<file path="config.mk">
export PLATFORM = sky130hd
export DESIGN_NAME = spi_master_shift
export DESIGN_NICKNAME = d
export VERILOG_FILES = /design/src/rtl/spi_pkg.sv /design/src/rtl/spi_edge_detect.sv /design/src/rtl/spi_master_shift.sv
export SDC_FILE = /design/constraint.sdc
export NUM_CORES = 1
export LEC_CHECK = 0
export CAP_MARGIN = 40
export CORE_MARGIN = 4
export CORE_UTILIZATION = 33
export DETAILED_ROUTE_END_ITERATION = 8
export PLACE_DENSITY = 0.65
export SYNTH_ARGS = -nofsm -noshare
export SYNTH_HDL_FRONTEND = slang
export SYNTH_HIERARCHICAL = 1
export SYNTH_SLANG_ARGS = --single-unit
</file>
<file path="constraint.sdc">
create_clock -name CLK -period 2.2 [get_ports CLK]
set_clock_uncertainty 0.2 [all_clocks]
set_input_delay 0.22 -clock CLK [delete_from_list [all_inputs] [get_ports CLK]]
set_output_delay 0.22 -clock CLK [all_outputs]
set_load 0.05 [all_outputs]
</file>
<file path="src/rtl/spi_pkg.sv">
// Shared types and constants for the SPI master transfer engine.
package spi_pkg;

  typedef enum logic [1:0] {
    ST_IDLE     = 2'd0,
    ST_CS_SETUP = 2'd1,
    ST_SHIFT    = 2'd2,
    ST_CS_HOLD  = 2'd3
  } spi_state_t;

  // SPI modes as {CPOL, CPHA}
  localparam logic [1:0] MODE0 = 2'b00;
  localparam logic [1:0] MODE1 = 2'b01;
  localparam logic [1:0] MODE2 = 2'b10;
  localparam logic [1:0] MODE3 = 2'b11;

  // Edge counter must hold 0..2*data_w without wrapping.
  function automatic int edge_cnt_w(input int data_w);
    return $clog2(2 * data_w + 1);
  endfunction

endpackage

</file>
<file path="src/rtl/spi_edge_detect.sv">
// Registers the baud-rate generator clock level and flags its leading/trailing toggles.
module spi_edge_detect #(
  parameter bit CPOL = 1'b0
) (
  input  logic CLK,
  input  logic RSTn,
  input  logic Baudclk,
  output logic baud_q,
  output logic lead,
  output logic trail
);

  always_ff @(posedge CLK) begin
    if (!RSTn) baud_q <= CPOL;
    else       baud_q <= Baudclk;
  end

  assign lead  = (Baudclk != baud_q) && (Baudclk != CPOL);
  assign trail = (Baudclk != baud_q) && (Baudclk == CPOL);

endmodule

</file>
<file path="src/rtl/spi_master_shift.sv">
// SPI master transfer engine: one full-duplex DATA_W-bit transfer per accepted Start,
// paced by the toggles of the external baud-rate generator clock.
//
// state       | meaning
// ST_IDLE     | CSn high, waiting for Start; Done pulses here after a transfer
// ST_CS_SETUP | CSn asserted one CLK before the generator is enabled
// ST_SHIFT    | generator running; count edges, sample MISO, drive MOSI
// ST_CS_HOLD  | one CLK of CSn hold after the last SCK edge
module spi_master_shift
  import spi_pkg::*;
#(
  parameter int DATA_W    = 8,
  parameter bit CPOL      = 1'b0,
  parameter bit CPHA      = 1'b0,
  parameter bit MSB_FIRST = 1'b1
) (
  input  logic              CLK,
  input  logic              RSTn,
  input  logic              Start,
  input  logic [DATA_W-1:0] Tx_data,
  output logic [DATA_W-1:0] Rx_data,
  output logic              Busy,
  output logic              Done,
  output logic              Baud_en,
  input  logic              Baudclk,
  output logic              SCK,
  output logic              MOSI,
  input  logic              MISO,
  output logic              CSn
);

  localparam int               CNT_W          = edge_cnt_w(DATA_W);
  localparam logic [CNT_W-1:0] LAST_M1        = CNT_W'(2 * DATA_W - 1);
  localparam logic [1:0]       MODE           = {CPOL, CPHA};
  localparam bit               SAMPLE_ON_LEAD = (MODE == MODE0) || (MODE == MODE2);

  spi_state_t        state;
  logic [DATA_W-1:0] tx_sh;
  logic [DATA_W-1:0] rx_sh;
  logic [CNT_W-1:0]  edge_cnt;
  logic              baud_q;
  logic              lead;
  logic              trail;
  logic              sample_edge;
  logic              shift_edge;

  spi_edge_detect #(.CPOL(CPOL)) u_edge (
    .CLK    (CLK),
    .RSTn   (RSTn),
    .Baudclk(Baudclk),
    .baud_q (baud_q),
    .lead   (lead),
    .trail  (trail)
  );

  assign sample_edge = SAMPLE_ON_LEAD ? lead  : trail;
  assign shift_edge  = SAMPLE_ON_LEAD ? trail : lead;

  assign SCK = ((state == ST_SHIFT) || (state == ST_CS_HOLD)) ? baud_q : CPOL;

  function automatic logic head(input logic [DATA_W-1:0] w);
    return MSB_FIRST ? w[DATA_W-1] : w[0];
  endfunction

  function automatic logic [DATA_W-1:0] advance(input logic [DATA_W-1:0] w);
    return MSB_FIRST ? (w << 1) : (w >> 1);
  endfunction

  always_ff @(posedge CLK) begin
    if (!RSTn) begin
      state    <= ST_IDLE;
      CSn      <= 1'b1;
      MOSI     <= 1'b0;
      Busy     <= 1'b0;
      Done     <= 1'b0;
      Baud_en  <= 1'b0;
      Rx_data  <= '0;
      edge_cnt <= '0;
      tx_sh    <= '0;
      rx_sh    <= '0;
    end else begin
      Done <= 1'b0;
      case (state)
        ST_IDLE: begin
          if (Start) begin
            state    <= ST_CS_SETUP;
            CSn      <= 1'b0;
            Busy     <= 1'b1;
            edge_cnt <= '0;
            rx_sh    <= '0;
            // Leading-edge samplers need the first bit on MOSI before SCK moves.
            if (SAMPLE_ON_LEAD) begin
              MOSI  <= head(Tx_data);
              tx_sh <= advance(Tx_data);
            end else begin
              tx_sh <= Tx_data;
            end
          end
        end
        ST_CS_SETUP: begin
          state   <= ST_SHIFT;
          Baud_en <= 1'b1;
        end
        ST_SHIFT: begin
          if (lead || trail) begin
            edge_cnt <= edge_cnt + 1'b1;
            if (sample_edge)
              rx_sh <= MSB_FIRST ? {rx_sh[DATA_W-2:0], MISO} : {MISO, rx_sh[DATA_W-1:1]};
            if (shift_edge && (edge_cnt != LAST_M1)) begin
              MOSI  <= head(tx_sh);
              tx_sh <= advance(tx_sh);
            end
            if (edge_cnt == LAST_M1) begin
              Baud_en <= 1'b0;
              state   <= ST_CS_HOLD;
            end
          end
        end
        ST_CS_HOLD: begin
          state   <= ST_IDLE;
          CSn     <= 1'b1;
          Busy    <= 1'b0;
          Done    <= 1'b1;
          Rx_data <= rx_sh;
        end
        default: state <= ST_IDLE;
      endcase
    end
  end

endmodule

</file>
**Word-level counts from Yosys, hierarchy flattened**

Index checks and enable logic that the tools add are counted.

- Register bits: 37
- Bits in latches: 0
- Bits in writable memories: 0
- Memory bits (read-only): 0
- Input port bits: 13
- Output and inout bits: 14
- Logic and storage cells: 67
- Memories kept: 0

- Add/subtract/negate cells: 1
- Multiply operators: 0
- Divide/modulo/power cells: 0
- Magnitude comparators: 0
- Eq/ne operators: 11
- Shift-type cells: 0
- Mux-type cells: 28
- Bitwise gates (word level): 1
- Reductions and logical operators: 15

Operator list:

| operator | count |
|---|---|
| two-way mux 8 bit | 6 |
| one-hot mux 8 bit (2 select lines) | 2 |
| two-way mux 5 bit | 2 |
| one-hot mux 5 bit (2 select lines) | 1 |
| two-way mux 1 bit | 9 |
| AND reduction 3 bit | 3 |
| one-hot mux 1 bit (2 select lines) | 4 |
| one-hot mux 2 bit (4 select lines) | 1 |
| AND reduction 4 bit | 2 |
| two-way mux 2 bit | 3 |
| inequality test 2 x 1 -> 1 bit (second input constant) | 3 |
| nonzero test 2 bit | 3 |
| adder 5 x 1 -> 5 bit (second input constant) | 1 |
| == test 5 x 4 -> 1 bit (second input constant) | 1 |
| inequality test 5 x 4 -> 1 bit (second input constant) | 1 |
| == test 2 bit (second input constant) | 2 |
| inequality test 2 bit (second input constant) | 2 |
| logical AND 1 bit | 3 |
| == test 2 x 1 -> 1 bit (second input constant) | 1 |
| logical NOT 2 bit | 1 |
| logical OR 1 bit | 2 |
| AND reduction 2 bit | 1 |
| inequality test 1 bit | 1 |
| NOT 1 bit | 1 |

**Depth between registers and ports, before layout**

- Depth in word-level cells: 6
- Mapped depth: 8
- Depth with buffers taken out: 7

**By module**

The synthesis kept the hierarchy.

Modules (own cells, without submodules):

| module | times used | cells each | area each (um2) | seq. area each (um2) |
|---|---|---|---|---|
| spi_master_shift | 1 | 166 | 1597.8 | 700.7 |
| spi_edge_detect | 1 | 4 | 38.8 | 20.0 |

**Least setup slack after synthesis**

OpenSTA, ideal clock, no wires.

- Path kind: reg2reg
- From: register edge_cnt[0]
- To: register MOSI
- Arrival: 1.566 ns
- Slack: 0.318 ns
- Stages on the path, launching flop included: 9
- Path buffers: 1
- Period minus slack after synthesis: 1.882 ns
- Cell sequence: dfxtp_1 -> ha_1 -> and3_1 -> ha_1 -> nand2b_1 -> a21boi_4 -> buf_6 -> nand2_1 -> o211a_1

- Longest elaborated chain between the ends: 4

RTL lines:

| item | line | text |
|---|---|---|
| start: declaration | spi_master_shift.sv:40 | `logic [CNT_W-1:0] edge_cnt;` |
| start signal: assignment | spi_master_shift.sv:106 | `edge_cnt <= edge_cnt + 1'b1;` |
| inequality test 5 x 4 -> 1 bit | spi_master_shift.sv:109 | `if (shift_edge && (edge_cnt != LAST_M1)) begin` |
| logical AND 1 bit | spi_master_shift.sv:109 |  |
| inequality test 2 x 1 -> 1 bit (no line) | n/a |  |
| AND reduction 4 bit (no line) | n/a |  |
| end signal: assignment | spi_master_shift.sv:93 | `MOSI <= head(Tx_data);` |
| end signal: assignment | spi_master_shift.sv:110 | `MOSI <= head(tx_sh);` |
| end: declaration | spi_master_shift.sv:27 | `output logic MOSI,` |

No other way between the ends.
A chain may end at the register's enable or synchronous reset.

**Worst setup path in the final report**

- From: register edge_cnt[0]
- To: register tx_sh[1]

- Longest elaborated chain between the ends: 4

RTL lines:

| item | line | text |
|---|---|---|
| inequality test 5 x 4 -> 1 bit | spi_master_shift.sv:109 |  |
| logical AND 1 bit | spi_master_shift.sv:109 |  |
| inequality test 2 x 1 -> 1 bit (no line) | n/a |  |
| AND reduction 4 bit (no line) | n/a |  |
| end signal: assignment | spi_master_shift.sv:94 | `tx_sh <= advance(Tx_data);` |
| end signal: assignment | spi_master_shift.sv:96 | `tx_sh <= Tx_data;` |
| end signal: assignment | spi_master_shift.sv:111 | `tx_sh <= advance(tx_sh);` |
| end: declaration | spi_master_shift.sv:38 | `logic [DATA_W-1:0] tx_sh;` |

No other way between the ends.

==> flow_summary_export.csv <==
group,metric,value,unit
placement,pre_cts_slack,190,ps
setup_path,path_class,"flip-flop to flip-flop",
timing,fmax,497,MHz
yosys,synth_area,1640,µm²
cts,cts_tree,"yes",
setup_path,worst-path-max-fanout,15,
die,die_area,6150,µm²
die,die_h,78.4,µm
global_route,grt_overflow,0,
placement,dpl-instance-area,1990,µm²
route,ant_nets,0,
timing,postLayoutSetupSlackWorst,187,ps
timing,setup_viol,0,
power_and_ir_drop,powerDensity,1080,nW/µm²
yosys,yosysTopAreaCellShare,44.0,%
cells_and_area,area_growth,28.4,%
yosys,synth.avg_cell_area,9.63,µm²
timing,rsz0062_at_grt,"no",
yosys,ys_ff_latch,36,
cts,cts_htree_levels,2,
setup_path,ff2ff_path_depth,7,
setup_path,path_cells,"ha_1, and3_1, ha_1, nand2b_1, a21boi_4, nand2b_1, a21boi_0",
timing,hold_viol,0,
setup_path,slowest_stage,"a21boi_4",
cts,cts_sinks,36,
yosys,synth_edf_count,0,
timing,slew-limit-headroom,66.3,%
power_and_ir_drop,power_frac_seq,36.6,%
cts,clock_latency,290,ps
timing,finalMaxSlewViolations,0,
cells_and_area,drive_above_1_share,9.95,%
route,vias,1262,
yosys,async_reset_ff_share,0,%
cts,ctsResizeCount,0,
outcome,status,"finished, final reports clean",
yosys,synth_cell_type_count,33,
timing,finalCritPeriodShare,91.5,%
power_and_ir_drop,p_int,1470,µW
power_and_ir_drop,power_switching,798,µW
timing,fin_crit,2010,ps
global_route,grt_pass1_vias,1234,
power_and_ir_drop,ir_worst_vdd,349,µV
cts,post_cts.repair.setup_buffers,0,
route,first_pass_iters,4,
cells_and_area,design_area,2100,µm²
min_path,min_path_cells,2,
cells_and_area,final_core_util,44.2,%
setup_path,crit_required,2170,ps
setup_path,cp_data_arrival_time,1990,ps
die,io_pins,27,
run,cap_violations,0,
cells_and_area,nFillCells,484,
route,drc,0,
placement,numPortBuffers,26,
die,die_x,78.4,µm
global_route,grt_max_degree,41,
cts,path_clk_slew,70,ps
global_route,grt_util_all_layers,11.5,%
route,drt_iter0_drc,45,
yosys,synth_top_cell_by_area,"dfxtp_1",
setup_path,start_kind,"flip-flop",
cts,cts-root-buf,"clkbuf_8",
placement,gp_congestion,0.721,
power_and_ir_drop,p_sw_share,35.2,%
route,avgRoutedWirePerCell,12.2,µm
power_and_ir_drop,power.total,2270,µW
route,routed_via_density,4.71,
power_and_ir_drop,combinationalPowerShare,38.5,%
power_and_ir_drop,p_leak,0.000797,µW
yosys,netlist_instances,170,
min_path,min_path_type,"flip-flop to flip-flop",
setup_path,max_stage_delay,360,ps
global_route,antenna_found_initial,0,
timing,tns,0,ps
yosys,synthTopCellsByCount,"36 x dfxtp_1, 21 x nand2_1, 16 x mux2i_1",
yosys,synth_fp_nets,188,
cts,cts_hold_buf,0,
die,initial_core_util,34.4,%
timing,worst_slew_pin_slew,504,ps
global_route,grt_pass1_wl,5.55,mm
setup_path,cp-end-kind,"flip-flop",
yosys,synth_warnings,6,
cells_and_area,n_antenna_cell,0,
yosys,synth_area_leaders,"dfxtp_1 44%, mux2i_1 9.8%, nor2b_1 5.4%",
route,routed_wirelength,3.26,mm
power_and_ir_drop,clkPwrFrac,24.9,%
die,rows,25,
yosys,synthFlopType,"dfxtp_1",
yosys,seq_area_frac_synth,44.0,%
cts,clockBufferDepth,2,
cts,cts_made_buffers,5,
yosys,yosys.cell_count.top_type,"dfxtp_1",
die,coreArea,4750,µm²
cells_and_area,finalNetCount,218,
placement,hpwl,2.23,mm
-- cell type report --
type / count / area (µm²) / area share, %
flip-flops and latches: 36 / 721 / 34.3
inverters: 5 / 18.8 / 0.893
well taps: 67 / 83.8 / 3.99
clock inverters: 2 / 35.0 / 1.67
clock buffers: 6 / 72.6 / 3.45
repair buffers: 34 / 330 / 15.7
multi-input cells: 118 / 841 / 40.0
-- layout by cell type (no fill, tap or decap), types with 3 or more instances in the layout --
master | synthesis | routed
dfxtp_1 | 36 | 36
clkdlybuf4s50_1 | 0 | 25
nand2_1 | 21 | 21
mux2i_1 | 16 | 16
nor2b_1 | 14 | 14
a21boi_0 | 11 | 11
nand4_1 | 8 | 8
buf_4 | 1 | 8
o211a_1 | 7 | 7
inv_1 | 5 | 5
a21oi_1 | 5 | 5
ha_1 | 5 | 5
clkbuf_8 | 0 | 5
nand2b_1 | 4 | 4
o21ai_0 | 4 | 4
nand3_1 | 3 | 3
and2_1 | 3 | 3
-- worst max-delay path, delay by kind of cell, from the launching register on --
kind,cells,cell delay [ps]
fa+ha+maj,2,410
simple gates,3,520
compound gates,2,430
flops,1,330
-- sequential cells by signal, summed over array words and instances (netlist names) --
| signal | count |
|---|---|
| Busy | 1 |
| edge_cnt | 5 |
| state | 2 |
| Rx_data | 8 |
| MOSI | 1 |
| rx_sh | 8 |
| Done | 1 |
| CSn | 1 |
| Baud_en | 1 |
| u_edge/baud_q | 1 |
| tx_sh | 7 |
-- layer usage --
metal  global-route usage [%]  wire, µm  vias up  share of wire (%)
met5                        0         0        -                  0
met4                     5.77        54        0                1.7
met3                     3.10        71        5                2.2
met2                     19.5      1660       19                 51
met1                     13.3      1480      587                 45
li1                         -         -      651                  -
-- power groups by stage --
stage / clock (µW) / combinational, µW / sequential [µW]
global route: 610 / 958 / 845
floorplan: 0 / 566 / 932
finish: 565 / 875 / 831
CTS: 590 / 881 / 832
global placement: 0 / 872 / 842
detailed placement: 0 / 877 / 845
-- final timing paths --
kind                                                from  slack, ps                     to
worst max register to register  edge_cnt[0]$_SDFFE_PN0P_        190  tx_sh[1]$_SDFFE_PN0P_
worst max-delay path            edge_cnt[0]$_SDFFE_PN0P_        190  tx_sh[1]$_SDFFE_PN0P_
worst min-delay path               rx_sh[7]$_SDFFE_PN0P_        270  rx_sh[7]$_SDFFE_PN0P_
worst min register to register     rx_sh[7]$_SDFFE_PN0P_        270  rx_sh[7]$_SDFFE_PN0P_
-- cells by family after synthesis --
group	share of synthesized area [%]
buffers and inverters	4.59
adders and majority gates	3.82
AOI/OAI and AO/OA	17.7
muxes	10.7
and+or+nand+nor	19.2
DFF	44.0
-- metrics by stage --
step	hold slack [ps]	cells
2_1_floorplan	142	170
3_3_place_gp	258	260
3_5_place_dp	263	260
4_1_cts	273	268
5_1_grt	300	268
6_report	269	268
No activity file was read; power rests on OpenSTA's default activity.
